File: src/rtl/spm_ctrl_pkg.sv
// Shared types and sizing helpers for the SPM sequencer.
package spm_ctrl_pkg;

    typedef enum logic [1:0] {
        IDLE  = 2'd0,
        CLEAR = 2'd1,
        RUN   = 2'd2,
        DONE  = 2'd3
    } state_e;

    // Wide enough to reach 2*WIDTH+SPM_LAT, one past the last RUN count.
    function automatic int cnt_width(input int width, input int spm_lat);
        return $clog2(2 * width + spm_lat + 1);
    endfunction

endpackage

File: src/rtl/spm_ysr.sv
// Multiplier PISO shifter: parallel load, LSB-first shift-out, fixed fill bit
// shifted in from the top once the loaded operand is exhausted.
module spm_ysr #(
    parameter int WIDTH = 32
) (
    input  logic             clk,
    input  logic             rst_n,
    input  logic             load_i,
    input  logic             shift_i,
    input  logic             fill_i,
    input  logic [WIDTH-1:0] data_i,
    output logic             bit_o
);

    logic [WIDTH-1:0] sr_q, sr_d;
    logic             fill_q, fill_d;

    always_comb begin
        sr_d   = sr_q;
        fill_d = fill_q;
        if (load_i) begin
            sr_d   = data_i;
            fill_d = fill_i;
        end else if (shift_i) begin
            sr_d = {fill_q, sr_q[WIDTH-1:1]};
        end
    end

    always_ff @(posedge clk) begin
        if (!rst_n) begin
            sr_q   <= '0;
            fill_q <= 1'b0;
        end else begin
            sr_q   <= sr_d;
            fill_q <= fill_d;
        end
    end

    assign bit_o = sr_q[0];

endmodule

File: src/rtl/spm_seq_ctrl.sv
// Word-level wrapper around the serial-parallel multiplier array.
// Optional build macro SPM_SIGNED_Y_EN: sign-extend the multiplier (signed x signed).
module spm_seq_ctrl
    import spm_ctrl_pkg::*;
#(
    parameter int WIDTH   = 32,
    parameter int SPM_LAT = 1
) (
    input  logic               clk,
    input  logic               rst_n,
    input  logic               in_valid,
    output logic               in_ready,
    input  logic [WIDTH-1:0]   mc,
    input  logic [WIDTH-1:0]   mp,
    output logic               spm_rst,
    output logic [WIDTH-1:0]   spm_x,
    output logic               spm_y,
    input  logic               spm_p,
    output logic               out_valid,
    input  logic               out_ready,
    output logic [2*WIDTH-1:0] product
);

    localparam int             CNT_W    = cnt_width(WIDTH, SPM_LAT);
    localparam logic [CNT_W-1:0] CNT_LAT  = CNT_W'(SPM_LAT);
    localparam logic [CNT_W-1:0] CNT_LAST = CNT_W'(2 * WIDTH + SPM_LAT - 1);

    state_e               state_q, state_d;
    logic [CNT_W-1:0]     cnt_q, cnt_d;
    logic [WIDTH-1:0]     x_q, x_d;
    logic [2*WIDTH-1:0]   prod_q, prod_d;
    logic                 ysr_load, ysr_shift, ysr_bit, y_fill;

`ifdef SPM_SIGNED_Y_EN
    assign y_fill = mp[WIDTH-1];
`else
    assign y_fill = 1'b0;
`endif

    spm_ysr #(.WIDTH(WIDTH)) u_ysr (
        .clk     (clk),
        .rst_n   (rst_n),
        .load_i  (ysr_load),
        .shift_i (ysr_shift),
        .fill_i  (y_fill),
        .data_i  (mp),
        .bit_o   (ysr_bit)
    );

    // NOTE: every signal assigned here gets a default first, so no path
    // through the case can leave one unassigned and infer a latch.
    always_comb begin
        state_d   = state_q;
        cnt_d     = cnt_q;
        x_d       = x_q;
        prod_d    = prod_q;
        ysr_load  = 1'b0;
        ysr_shift = 1'b0;
        unique case (state_q)
            IDLE: begin
                if (in_valid) begin
                    x_d      = mc;
                    cnt_d    = '0;
                    ysr_load = 1'b1;
                    state_d  = CLEAR;
                end
            end
            CLEAR: state_d = RUN;
            RUN: begin
                ysr_shift = 1'b1;
                cnt_d     = cnt_q + 1'b1;
                // The first SPM_LAT p bits predate the first y bit and are dropped.
                if (cnt_q >= CNT_LAT) begin
                    prod_d = {spm_p, prod_q[2*WIDTH-1:1]};
                end
                if (cnt_q == CNT_LAST) begin
                    state_d = DONE;
                end
            end
            DONE: begin
                if (out_ready) begin
                    state_d = IDLE;
                end
            end
            default: state_d = IDLE;
        endcase
    end

    // NOTE: state registers use non-blocking assignments so every flop
    // samples the pre-edge values regardless of statement order.
    always_ff @(posedge clk) begin
        if (!rst_n) begin
            state_q <= IDLE;
            cnt_q   <= '0;
            x_q     <= '0;
            prod_q  <= '0;
        end else begin
            state_q <= state_d;
            cnt_q   <= cnt_d;
            x_q     <= x_d;
            prod_q  <= prod_d;
        end
    end

    // Combinational reset term lets the array clear in the same cycles as us.
    assign spm_rst   = ~rst_n | (state_q == CLEAR);
    assign in_ready  = (state_q == IDLE);
    assign out_valid = (state_q == DONE);
    assign spm_y     = (state_q == RUN) & ysr_bit;
    assign spm_x     = x_q;
    assign product   = prod_q;

endmodule

File: config.mk
export PLATFORM = sky130hd
export DESIGN_NAME = spm_seq_ctrl
export DESIGN_NICKNAME = d
export VERILOG_FILES = /design/src/rtl/spm_ctrl_pkg.sv /design/src/rtl/spm_ysr.sv /design/src/rtl/spm_seq_ctrl.sv
export SDC_FILE = /design/constraint.sdc
export NUM_CORES = 1
export LEC_CHECK = 0
export ABC_AREA = 1
export BUFFER_PORTS_ARGS = -buffer_cell sky130_fd_sc_hd__buf_2
export CORE_MARGIN = 2
export CORE_UTILIZATION = 25
export DETAILED_ROUTE_END_ITERATION = 6
export GPL_ROUTABILITY_DRIVEN = 1
export HOLD_SLACK_MARGIN = 0.08
export PLACE_DENSITY = 0.51
export SLEW_MARGIN = 20
export SYNTH_ARGS = -nofsm -noshare
export SYNTH_HDL_FRONTEND = slang
export SYNTH_SLANG_ARGS = --single-unit
File: constraint.sdc
create_clock -name clk -period 3.9 [get_ports clk]
set_input_delay 0.78 -clock clk [delete_from_list [all_inputs] [get_ports clk]]
set_output_delay 0.78 -clock clk [all_outputs]
set_load 0.01 [all_outputs]
## Word level (Yosys, flattened, before mapping)

Cells that the tools add are included.

- Flip-flop bits (word level): 137
- Output and inout port bits: 100
- Memories: 0
- Latch bits: 0
- RAM bits: 0
- ROM bits: 0

- Add/sub/neg operators: 1
- Div/mod/pow operators: 0
- Reduce and logical (&&, ||, !) cells: 7
- Equal/unequal tests: 7
- Shift operators: 0
- Order comparisons: 1
- Multiplexer cells: 11
- Bitwise operators: 3
- Multiply operators: 0

Operators with widths:

| cell | number |
|---|---|
| $mux W32 | 2 |
| $pmux W7 S2 | 1 |
| $pmux W2 S4 | 1 |
| $add A7 B1 Y7 const B | 1 |
| $eq A7 B7 Y1 const B | 1 |
| $ge A7 B1 Y1 const B | 1 |
| $mux W7 | 1 |
| $mux W2 | 3 |
| $reduce_and A2 Y1 | 3 |
| $eq A2 B2 Y1 const B | 2 |
| $ne A2 B2 Y1 const B | 2 |
| $reduce_bool A2 Y1 | 2 |
| $mux W1 | 3 |
| $reduce_and A3 Y1 | 1 |
| $eq A2 B1 Y1 const B | 1 |
| $logic_not A2 Y1 | 1 |
| $ne A2 B1 Y1 const B | 1 |
| $and A1 B1 Y1 | 1 |
| $not A1 Y1 | 1 |
| $or A1 B1 Y1 | 1 |

## Depth between registers and ports, before layout

Gate-level depths: netlist of the first run.

- Depth after elaboration: 4
- Depth in mapped cells: 10

## Hierarchy

A second synthesis of the first run with hierarchy kept.

- Cell total of the unflattened synthesis: 780
- Area total of the unflattened synthesis: 5677.9 sq um

By module, submodules not included:

| module | area each (sq um) | instances | cells each |
|---|---|---|---|
| spm_seq_ctrl | 3908.7 | 1 | 503 |
| spm_ysr | 1769.2 | 1 | 277 |

## Worst setup path after synthesis of the first run

Ideal clock, no wire load.

- Path kind: input to output
- Start point: input port rst_n
- End point: output port spm_rst
- Buffers on the path: 1
- Path slack: 1725 ps
- Stages: 3
- Arrival: 1395 ps
- Cell sequence: buf_2 -> clkinv_1 -> or2_2

- Word-level cells in the longest chain between the ends: 2

RTL lines:

| what | line | RTL |
|---|---|---|
| start: declaration | spm_seq_ctrl.sv:10 | `input logic rst_n,` |
| $not A1 Y1 | spm_seq_ctrl.sv:106 | `assign spm_rst = ~rst_n \| (state_q == CLEAR);` |
| $or A1 B1 Y1 | spm_seq_ctrl.sv:106 |  |
| end: declaration | spm_seq_ctrl.sv:15 | `output logic spm_rst,` |

No other way between the ends.

## Worst setup path in the final report of the first run

- Start point: register state_q[0]
- End point: output port spm_y

- Word-level cells in the longest chain between the ends: 2

RTL lines:

| what | line | RTL |
|---|---|---|
| start: declaration | spm_seq_ctrl.sv:28 | `state_e state_q, state_d;` |
| start signal: assignment | spm_seq_ctrl.sv:98 | `state_q <= state_d;` |
| $eq A2 B2 Y1 | spm_seq_ctrl.sv:109 | `assign spm_y = (state_q == RUN) & ysr_bit;` |
| $and A1 B1 Y1 | spm_seq_ctrl.sv:109 |  |
| end: declaration | spm_seq_ctrl.sv:17 | `output logic spm_y,` |

No other way between the ends.

==> results.txt, run 1 <==
The slack of the worst reg-to-reg path is 1.54 ns. In this run the critical register-to-register path is launched from state_q[0]. The number of global-route vias before repair was 4566.

The deepest clock path buffer count is 2. In this run the standard cell core region covers 20360 µm². The kind of start point of the critical path is a register. Synthesis produced a netlist with a net count of 756. The non-filler instance count after layout is 1111.

The max-slew violation count came out at 0. The worst path required time is 3.12 ns. The detailed router's first-iteration violation count came out at 223. The number of warning messages in the yosys log is 0. STA puts the critical path data arrival time at 2.14 ns. The total number of clock tree sinks is 137.

The starting utilization of the core area came out at 0.2559. The power per standard cell area is 711.8 nW/µm². The flip-flop and latch count after synthesis came out at 137. The pin slew with the least headroom to its limit is 0.9948 ns. In the final timing run, aggregate negative setup slack is 0 ns. The hold violation count in the final report is 0. In this run the vertical extent of the chip is 148.4 µm. The number of antenna violations at the first check in global routing is 0. The total vias in the final route is 4880. The post-synthesis to final-layout area growth is 29.77%.

For the final database, setup skew stands at 0.01112 ns. The total clock buffers created by CTS is 17. The largest net degree at the start of global routing came out at 78.

The die covers 22020 µm². The number of different library cells used by synthesis comes to 23. The share of synthesized area in the top cell type comes to 0.5263. The length in cells of the worst reg-to-reg path is 10. The layout cell share with drive strength beyond 1 came out at 0.2545. The worst setup path startpoint is state_q[0]. Leaving out fill and tap cells, the most frequent cell in the layout is nor2_1. The worst setup path is captured at a primary output. The number of rows in the core area is 52.

The relative slew slack came out at 0.3360. The final weighted congestion in routability-driven placement is 0.6851. The number of vias per cell after detailed routing came out at 4.392. The die span in x is 148.4 µm.

The final layout contains 904 nets. Setup violations remaining at the end of the flow were counted as 0. For this design the top-level I/O count stands at 169. dfxtp_1 takes more of the synthesized area than any other cell. 0 antenna diodes ended up in the layout. In the layout the commonest cells are nor2_1 (205), buf_2 (168), dfxtp_1 (137).

For this design, the CTS-stage hold fixing added 0 buffers. The post-route fraction of the period consumed by the critical path is 0.7476. The first-pass GRT wire length is 22.38 mm. The post-detailed-route count of antenna-violating nets came out at 0. The end of the worst register-to-register path is cnt_q[6]. The category of the most critical setup path is reg -> out. The number of remaining DRC errors came out at 0. The largest driver fanout on the critical path came out at 21. The worst hold path class is reg -> reg. The routed design has 13.94 mm of wire. CTS placed an instance of clkbuf_16 at the clock tree root.

The number of post-CTS setup repair buffers is 0. Sorting the synthesized cells by area gives the leading types as dfxtp_1 (53%), nor2_1 (15%), o21ai_0 (8.0%). The leftover overflow at the end of global routing came out at 0. The count of input and output buffers is 168. Including well taps, the total number of placed cells is 1079. The total power consumption of the routed design came out at 4.814 mW. The area of the mapped netlist is 5211 µm². The H-tree depth is 4.

The worst-skew pair later-pin latency is 0.42 ns. The clock-pin slew on the worst setup and hold paths is 0.06 ns. A synthesized cell averages 7.664 µm². The run finished with clean final reports. The HPWL after detailed placement came out at 8.824 mm. The most critical setup path has its endpoint at spm_y.

Setup repair after global routing left no endpoint under its margin. The worst path needs 2.916 ns of the cycle, external delays included. Synthesis produced a netlist whose cell count is 680. The maximum operating frequency is 343.0 MHz. The post-layout utilization of the core is 0.3321. The global-route usage over all layers is 0.1265. The routed length per instance came out at 12.55 µm. The maximum ir drop on the vdd rail came out at 0.2787 mV. Of the synthesized area, sequential elements account for 0.5263. The clock tree from TritonCTS is yes. Once the clock tree was built, the resizer swapped 0 gates to a different size.

The analysis attributes to cell leakage a power of 2.958 nW. The number of max-cap violations is 0. The number of detailed-routing iterations run before antenna repair is 4.
[sequential cells by signal (all words and copies together) (netlist names)]
name / flops
state_q: 2
product: 64
cnt_q: 7
spm_x: 32
u_ysr.sr_q: 32
[layout make-up]
cell class / count / area (µm²)
fillers: 2190 / 13600
flip-flops and latches: 137 / 2743
multi-input cells: 478 / 2137
repair buffers: 176 / 900.9
clock buffers: 18 / 429.2
well taps: 270 / 337.8
clock inverters: 14 / 146.4
inverters: 18 / 68.82
[Yosys cell counts]
library cell and count:
a211oi_1 1, a21oi_1 10, a31oi_1 30, buf_1 2, buf_2 18, buf_4 3
buf_6 6, buf_8 1, clkbuf_1 17, clkinv_1 1, dfxtp_1 137, ha_1 7
inv_1 15, inv_2 2, nand2_1 82, nand2_2 1, nand3_1 37, nand4_1 3
nor2_1 205, nor2_2 1, o21ai_0 83, o21ai_1 16, or2_2 2
[cells by family (layout without fill, tap and decap cells)]
group / Yosys count / in the layout / share of synthesized area
flip-flops: 137 / 137 / 0.5263
buffers and inverters: 65 / 226 / 0.06410
AO/OA/AOI/OAI: 140 / 140 / 0.1421
adder cells (fa/ha/maj): 7 / 7 / 0.01681
AND/OR/NAND/NOR: 331 / 331 / 0.2507
[how the worst min path moves through the flow]
stage                          end  cells past startpoint  slack [ns]            from
detailed placement  u_ysr.sr_q[31]                      2        0.46  u_ysr.sr_q[31]
CTS                 u_ysr.sr_q[31]                      2        0.47  u_ysr.sr_q[31]
global route        u_ysr.sr_q[31]                      2        0.49  u_ysr.sr_q[31]
finish              u_ysr.sr_q[31]                      2        0.47  u_ysr.sr_q[31]
floorplan            u_ysr.sr_q[0]                      2        0.43   u_ysr.sr_q[1]
global placement         spm_x[28]                      2        0.46       spm_x[28]
[report_power, final]
| group | internal (mW) | switching (mW) | total, mW |
|---|---|---|---|
| combinational | 0.480 | 0.899 | 1.38 |
| sequential | 1.69 | 0.165 | 1.85 |
| clock | 0.944 | 0.638 | 1.58 |
| total | 3.11 | 1.70 | 4.81 |
[layer usage]
layer | GRT usage | wire length, µm | vias to the layer above
met5 | 0 | 0 | -
met4 | 0.04619 | 176 | 0
met2 | 0.1882 | 5849 | 138
li1 | - | - | 2516
met1 | 0.1655 | 6822 | 2213
met3 | 0.05092 | 1094 | 13
[critical path, stage by stage, from the launching register on]
cell and delay [ns]:
dfxtp_1 0.32, inv_1 0.09, ha_1 0.65, buf_4 0.38, nand2_1 0.10, inv_1 0.05
buf_2 0.11
[metrics by stage]
step	setup WS (ns)	hold WS (ns)	instance area (µm²)
after global placement	1.404	0.4601	6186
after CTS	0.9412	0.4716	6761
final	0.9842	0.4694	6763
after detailed placement	1.392	0.4626	6186
after global routing	0.8268	0.4929	6763
after floorplan	1.725	0.4347	5211
No activity file was read; power rests on OpenSTA's default activity.
==> run 2: changes to the inputs <==
--- a/config.mk
+++ b/config.mk
@@ -5,7 +5,7 @@
 export SDC_FILE = /design/constraint.sdc
 export NUM_CORES = 1
 export LEC_CHECK = 0
-export ABC_AREA = 1
+export ABC_AREA = 0
 export BUFFER_PORTS_ARGS = -buffer_cell sky130_fd_sc_hd__buf_2
 export CORE_MARGIN = 2
 export CORE_UTILIZATION = 25
==> constraint.sdc (replaced) <==
create_clock -name clk -period 2.9 [get_ports clk]
set_input_delay 0.58 -clock clk [delete_from_list [all_inputs] [get_ports clk]]
set_output_delay 0.58 -clock clk [all_outputs]
set_load 0.01 [all_outputs]
==> run 2 against run 1 <==
Net effect: clock power increased by 30%; total power increased by 16%; die area increased by 5.4%; first-iteration DRC count decreased by 30%; critical path depth increased by 1; worst hold slack got worse by 0.068 ns; critical endpoint is now product[31]; highest routed layer unchanged.
==> results.txt, run 2 <==
The number of rows in the core area came out at 54. The flow ran to the end, and the final reports show no timing, DRC or antenna violations. During synthesis, Yosys emitted a total of 0 warnings. Yosys attributes the largest share of cell area to dfxtp_1 (50%), nand2_1 (11%), nand3_1 (6.2%).

The worst setup path is of the reg -> reg kind. After synthesis, the most frequently instantiated cells are nand2_1 (165), dfxtp_1 (137), nand3_1 (68). The cell at the root of the clock tree is clkbuf_16.

The hold violation count in the final report came out at 0. The clock tree skew after final layout is 0.009787 ns. The leading area contributor after synthesis is dfxtp_1. The fraction of registers with async set/reset came out at 0.

The first-pass GRT wire length is 21.89 mm. The number of detailed-routing iterations run before antenna repair is 4. The layout cell share with drive strength beyond 1 came out at 0.2697. The worst-skew pair later-pin latency came out at 0.41 ns. The die span in x came out at 152.3 µm.

The final weighted congestion in routability-driven placement is 0.7311. The flip-flop and latch count after synthesis is 137. The mapped netlist covers 5499 µm².

The number of setup violations in the final report came out at 0. The share of the Yosys chip area taken by registers is 0.4987. In the layout the commonest cells are buf_2 (167), nand2_1 (164), dfxtp_1 (137). The total power consumption of the routed design came out at 5.596 mW.

The worst hold path class is in -> reg. The share of synthesized area in the top cell type comes to 0.4987. Counting every instance in the synthesized netlist gives 633. The combinational power share is 0.231. The global-route usage over all layers came out at 0.1156. Entering global routing, the biggest net connects 74 pins. The clock tree from TritonCTS is yes.

The switching part of the total power came out at 0.3055. Internal power comes to 3.886 mW. The distinct cell type count of the synthesized netlist is 31. The leftover overflow at the end of global routing came out at 0. The core area is 21690 µm². For met2 alone, demand over resource in global routing was 0.1883. The static leakage power is 3.174 nW. The total clock buffers created by CTS is 17. Yosys instantiated no cell more often than nand2_1. The largest driver fanout on the critical path came out at 56. Clock-pin slew was measured on the worst setup and hold paths at 0.06 ns.

The count of flip-flops with a built-in enable after synthesis is 0. Compared with the post-synthesis result, the final layout area differs by 29.40%. In the routed layout, each cell is associated on average with a via count of 4.328. For this run, the leading register cell type out of synthesis is dfxtp_1. The worst pin sits at a relative slew slack of 0.5369. The number of nets in the synthesized netlist is 709.

The number of post-CTS setup repair buffers came out at 0. The data arrival time at the worst-slack endpoint is 2.38 ns. Once detail routing completed, the nets flagged for antenna violations numbered 0. The clock period minus worst slack came out at 2.055 ns. The worst hold margin is 0.4011 ns. The power spent charging and discharging nets came out at 1.709 mW. The pin slew with the least headroom to its limit came out at 0.6754 ns. STA classifies the critical path startpoint as a register. After detailed routing, the number of remaining DRC violations is 0. Setup repair after global routing left no endpoint under its margin. The total number of clock tree sinks is 137. The routed length per instance came out at 12.49 µm.

The critical path starts at cnt_q[1]. The HPWL after detailed placement is 8.927 mm. The die height came out at 152.3 µm. The startpoint identified for the worst hold timing path is mp[7]. The met3 usage is 0.04266. The fraction of power consumed by sequential logic is 0.402. Of the total power, the clock network draws 0.367. The power per standard cell area came out at 786.4 nW/µm². The max-slew violation count is 0.

After the last flow step, the layout net total stands at 850. OpenSTA, run right after detailed placement, puts the worst setup slack at 0.8500 ns. The H-tree depth came out at 4.

The routed design has 13.31 mm of wire. The worst path setup slack after routing came out at 0.8451 ns. The maximum operating frequency is 486.6 MHz. The starting utilization of the core area is 0.2535. No sink is reached through more buffers than the 2 on the longest clock path. The highest-utilization routing layer at the global route stage is met2.

The synthesized area per cell is 8.687 µm². The count of input and output buffers came out at 168. 169 I/O pins were placed. The total of hold buffers inserted after clock tree synthesis came out at 0. The worst path required time is 3.22 ns. Across the run, the number of max-cap violations was 0. The count of placed standard cells including taps came out at 1035. The post-route fraction of the period consumed by the critical path is 0.7086.

The most common cell after layout, fill and taps aside is buf_2. The diode insertion count for antenna repair came out at 0. After the flow finishes, the layout carries non-filler instances totaling 1066. The number of global-route vias before repair came to 4228.

The die covers 23200 µm². The flip-flop count of the largest register, all copies and words added came out at 64. The worst setup path is captured at a register. The post-cts resize count is 0.

The detailed router's first-iteration violation count is 156. The number of antenna violations at the first check in global routing is 0. The detailed router placed 4614 vias in this run. In this run the critical register-to-register path is launched from cnt_q[1]. The number of fillers in the final layout came out at 2303. The maximum ir drop on the vdd rail came out at 0.3615 mV. The accumulated negative setup slack is 0 ns. For met1 alone, demand over resource in global routing was 0.1386.
run 2: power groups by stage:
stage | clock network, mW | registers [mW] | logic [mW]
5_1_grt | 2.22 | 2.28 | 1.46
2_1_floorplan | 0 | 2.31 | 0.935
3_5_place_dp | 0 | 2.29 | 1.31
4_1_cts | 2.14 | 2.25 | 1.32
3_3_place_gp | 0 | 2.29 | 1.31
6_report | 2.05 | 2.25 | 1.29
run 2: cells by family (layout without fill, tap and decap cells):
kind of cell / count (synthesis) / in the layout / share of synthesized area
AOI/OAI and AO/OA: 142 / 142 / 0.1775
xor gates and xnor gates: 2 / 2 / 0.003186
adders and majority gates: 7 / 7 / 0.01593
buffers and inverters: 59 / 212 / 0.04892
DFF: 137 / 137 / 0.4987
muxes: 32 / 32 / 0.05825
and+or+nand+nor: 254 / 254 / 0.1975
run 2: path summary, 6_finish.rpt:
kind	slack (ns)	to	cells past startpoint
hold / removal	0.40	u_ysr.sr_q[7]	2
setup reg to reg	0.85	product[31]	7
hold reg to reg	0.46	spm_x[1]	2
setup / recovery	0.85	product[31]	7
run 2: cell type report:
class	instances	area (µm²)	share of cell area
flip-flops and latches	137	2743	0.3854
clock inverters	11	98.84	0.01389
multi-input cells	437	2500	0.3513
repair buffers	177	952.2	0.1338
inverters	4	15.01	0.002110
clock buffers	20	456.7	0.06418
well taps	280	350.3	0.04924
run 2: critical path: stages, from the launching register on:
cell	delay, ns
dfxtp_1	0.39
inv_1	0.08
ha_1	0.17
or4_1	0.44
o21ai_4	0.38
buf_12	0.27
nand3_1	0.10
o21ai_0	0.11
run 2: metrics by stage:
stage	cell area (µm²)	utilization
2_1_floorplan	5499	-
4_1_cts	7116	0.3281
3_3_place_gp	6560	0.3025
5_1_grt	7116	0.3281
3_5_place_dp	6560	0.3025
6_report	7116	0.3281
run 2: per-layer routing:
metal,vias to the layer above,wire (µm)
met5,-,0
met4,0,165
met3,11,877
met2,93,6386
met1,2069,5881
li1,2441,-
==> run 3: changes to the inputs <==
--- a/config.mk
+++ b/config.mk
@@ -12,7 +12,7 @@
 export DETAILED_ROUTE_END_ITERATION = 6
 export GPL_ROUTABILITY_DRIVEN = 1
 export HOLD_SLACK_MARGIN = 0.08
-export PLACE_DENSITY = 0.51
+export PLACE_DENSITY = 0.52
 export SLEW_MARGIN = 20
 export SYNTH_ARGS = -nofsm -noshare
 export SYNTH_HDL_FRONTEND = slang
==> constraint.sdc (replaced) <==
create_clock -name clk -period 1.7 [get_ports clk]
set_input_delay 0.34 -clock clk [delete_from_list [all_inputs] [get_ports clk]]
set_output_delay 0.34 -clock clk [all_outputs]
set_load 0.01 [all_outputs]
==> run 3 against run 2 <==
Net effect: the flow now finishes with violations (negative setup slack); clock-buffer cell count did not move; register-to-register slack got worse by 0.87 ns; global-route usage rose by 1.1 points; sequential power rose by 72%; final cell count rose by 3.3%; first-iteration DRC count rose by 26%; worst hold slack got worse by 0.25 ns; critical path type unchanged; largest cell class unchanged.
==> results.txt, run 3 (same netlist as run 2, synthesis figures left out) <==
The run finished, with violations left. The final reports fail on negative setup slack. The total clock buffers created by CTS is 17. In this run the number of H-tree levels came out at 4.

The met3 usage came out at 0.05034. The total non-filler cell area in the finished layout came out at 7835 µm². The number of fillers in the final layout came out at 2243.

The core area is 21690 µm². The number of antenna violations at the first check in global routing came out at 3. The tightest min-delay check is of the in -> reg type. The largest net degree at the start of global routing came out at 68. After detailed routing, the average wire length per cell comes to 13.86 µm. The combined area of the multi-input logic cells came out at 2681 µm². The delay of the slowest cell on the worst path is 0.42 ns. The met1 capacity usage during global routing is 0.1582. The layout cell share with drive strength beyond 1 came out at 0.3439.

The maximum ir drop on the vdd rail came out at 0.6663 mV. Of all nets on the critical path, the largest fanout is 16. The clock net in this run drives a total of 137 sinks. The static leakage power came out at 3.461 nW. In this run the most critical hold path is launched from mp[8].

The count of input and output buffers came out at 168. The number of setup violations in the final report came out at 18. The worst path required time is 2.05 ns. The total of hold buffers inserted after clock tree synthesis came out at 0.

The maximum operating frequency came out at 579.9 MHz. The global routing met2 resource utilization is 0.1999. The hold violation count in the final report is 0.

The total number of nets in the final design is 884. The die is 152.3 µm tall. The origin of the critical flop-to-flop path is cnt_q[1]. The critical path is of the reg -> reg type. The total vias in the final route came out at 4869. The post-synthesis to final-layout area growth is 42.48%. In the layout the commonest cells are buf_2 (165), nand2_1 (164), dfxtp_1 (134).

The cell family contributing the most delay on the critical path is simple AND/OR/NAND/NOR gates. The detailed router's first-iteration violation count is 196. The cell at the root of the clock tree is clkbuf_16.

The clock-pin slew on the worst setup and hold paths is 0.06 ns. The max-slew violation count is 0. Dividing the detail-routed via count by the number of cells gives 4.422. The type of destination of the critical path is a register.

The register with the most flip-flops in the layout has 64 of them. TritonCTS built the clock tree. The final weighted congestion in routability-driven placement came out at 0.7214. In the post-route analysis, the smallest setup slack over all paths is -0.02458 ns. The starting utilization of the core area is 0.2535. The worst setup path startpoint is cnt_q[1]. The register cell area after layout is 2749 µm². The data arrival time at the worst-slack endpoint came out at 2.07 ns. The worst-skew pair later-pin latency came out at 0.42 ns. The deepest clock path buffer count came out at 2.

The clock period minus worst slack came out at 1.725 ns. STA classifies the critical path startpoint as a register. The pin slew with the least headroom to its limit is 0.3450 ns.

The number of rows in the core area came out at 54. The leftover overflow at the end of global routing is 0. The number of top-level design ports is 169. The routed design has 15.26 mm of wire. Setup repair after global routing could not meet its margin everywhere. Dividing the final minimum period by the clock period gives 1.014. The number of global-route vias before repair is 4496. The die span in x is 152.3 µm. The global-route usage over all layers came out at 0.1265. Headroom to the max-slew limit came out at 0.7695. In this run the power density over the cells is 1306 nW/µm². The first-pass GRT wire length is 23.75 mm. The area of the die came out at 23200 µm².

Max-cap violations in this run came to 0. The clock tree skew after final layout is 0.01212 ns. The critical path goes through inv_2, ha_2, or4_4, o21ai_4, buf_8, clkbuf_16, nand3_1, o21ai_0. The largest individual stage delay along the critical path comes from the cell or4_4. The number of remaining DRC errors is 0. Once detail routing completed, the nets flagged for antenna violations numbered 0. In this run the most used layer during global routing was met2.

The HPWL after detailed placement came out at 9.097 mm. The worst hold margin is 0.1538 ns. The first detailed-routing pass ran for 4 iterations. The combined buffer and inverter count along the critical path is 3. After detailed placement, the total cell area comes to 6756 µm². The most common cell after layout, fill and taps aside is buf_2.
==> run 3: changes by cell type in the layout (fill, tap and decap cells not counted), moves of 6 or more <==
cell     delta
nand3_1    -18
buf_4      +15
nand3_2    +17
o21ai_1    +39
o21ai_0    -44
buf_12      +6
==> run 3: through the flow <==
stage,instances,setup slack [ns],utilization,setup TNS [ns],total power [mW]
after floorplan,633,0.009144,-,0,5.556
after global placement,1051,-0.04123,0.3115,-1.989,6.390
after detailed placement,1051,-0.07518,0.3115,-3.740,6.396
after CTS,1093,-0.05293,0.3476,-0.4124,10.25
after global routing,1101,-0.1085,0.3613,-4.512,10.84
final,1101,-0.02458,0.3613,-0.1417,10.23
==> run 3: layout make-up <==
cell class | count | area share
multi-input combinational | 437 | 0.3422
antenna | 1 | 0.0003194
clock buffer | 20 | 0.05829
inverter | 4 | 0.001916
tap | 280 | 0.04471
timing repair buffer | 211 | 0.1891
sequential | 137 | 0.3508
clock inverter | 11 | 0.01262
==> run 3: timing repair <==
item	CTS	global route
buffers inserted	6	3
gates cloned	5	5
endpoints found under the setup margin	67	69
pin swaps	1	10
gates resized for setup	24	74
==> run 3: layer usage <==
metal  wire length [µm]  vias to the layer above
li1                   -                     2526
met1               6947                     2220
met3                919                       18
met4                206                        2
met5                 13                        -
met2               7176                      103
==> run 3: where the power goes <==
part / total, mW / internal, mW / switching [mW]
combinational: 2.84 / 1.35 / 1.48
clock: 3.53 / 2.08 / 1.46
sequential: 3.86 / 3.64 / 0.216
total: 10.2 / 7.07 / 3.16
==> run 3: worst paths after layout <==
check | slack [ns] | cells past startpoint | to
max | -0.02 | 8 | product[13]
min | 0.15 | 2 | u_ysr.sr_q[8]
max reg2reg | -0.02 | 8 | product[13]
min reg2reg | 0.46 | 2 | spm_x[6]
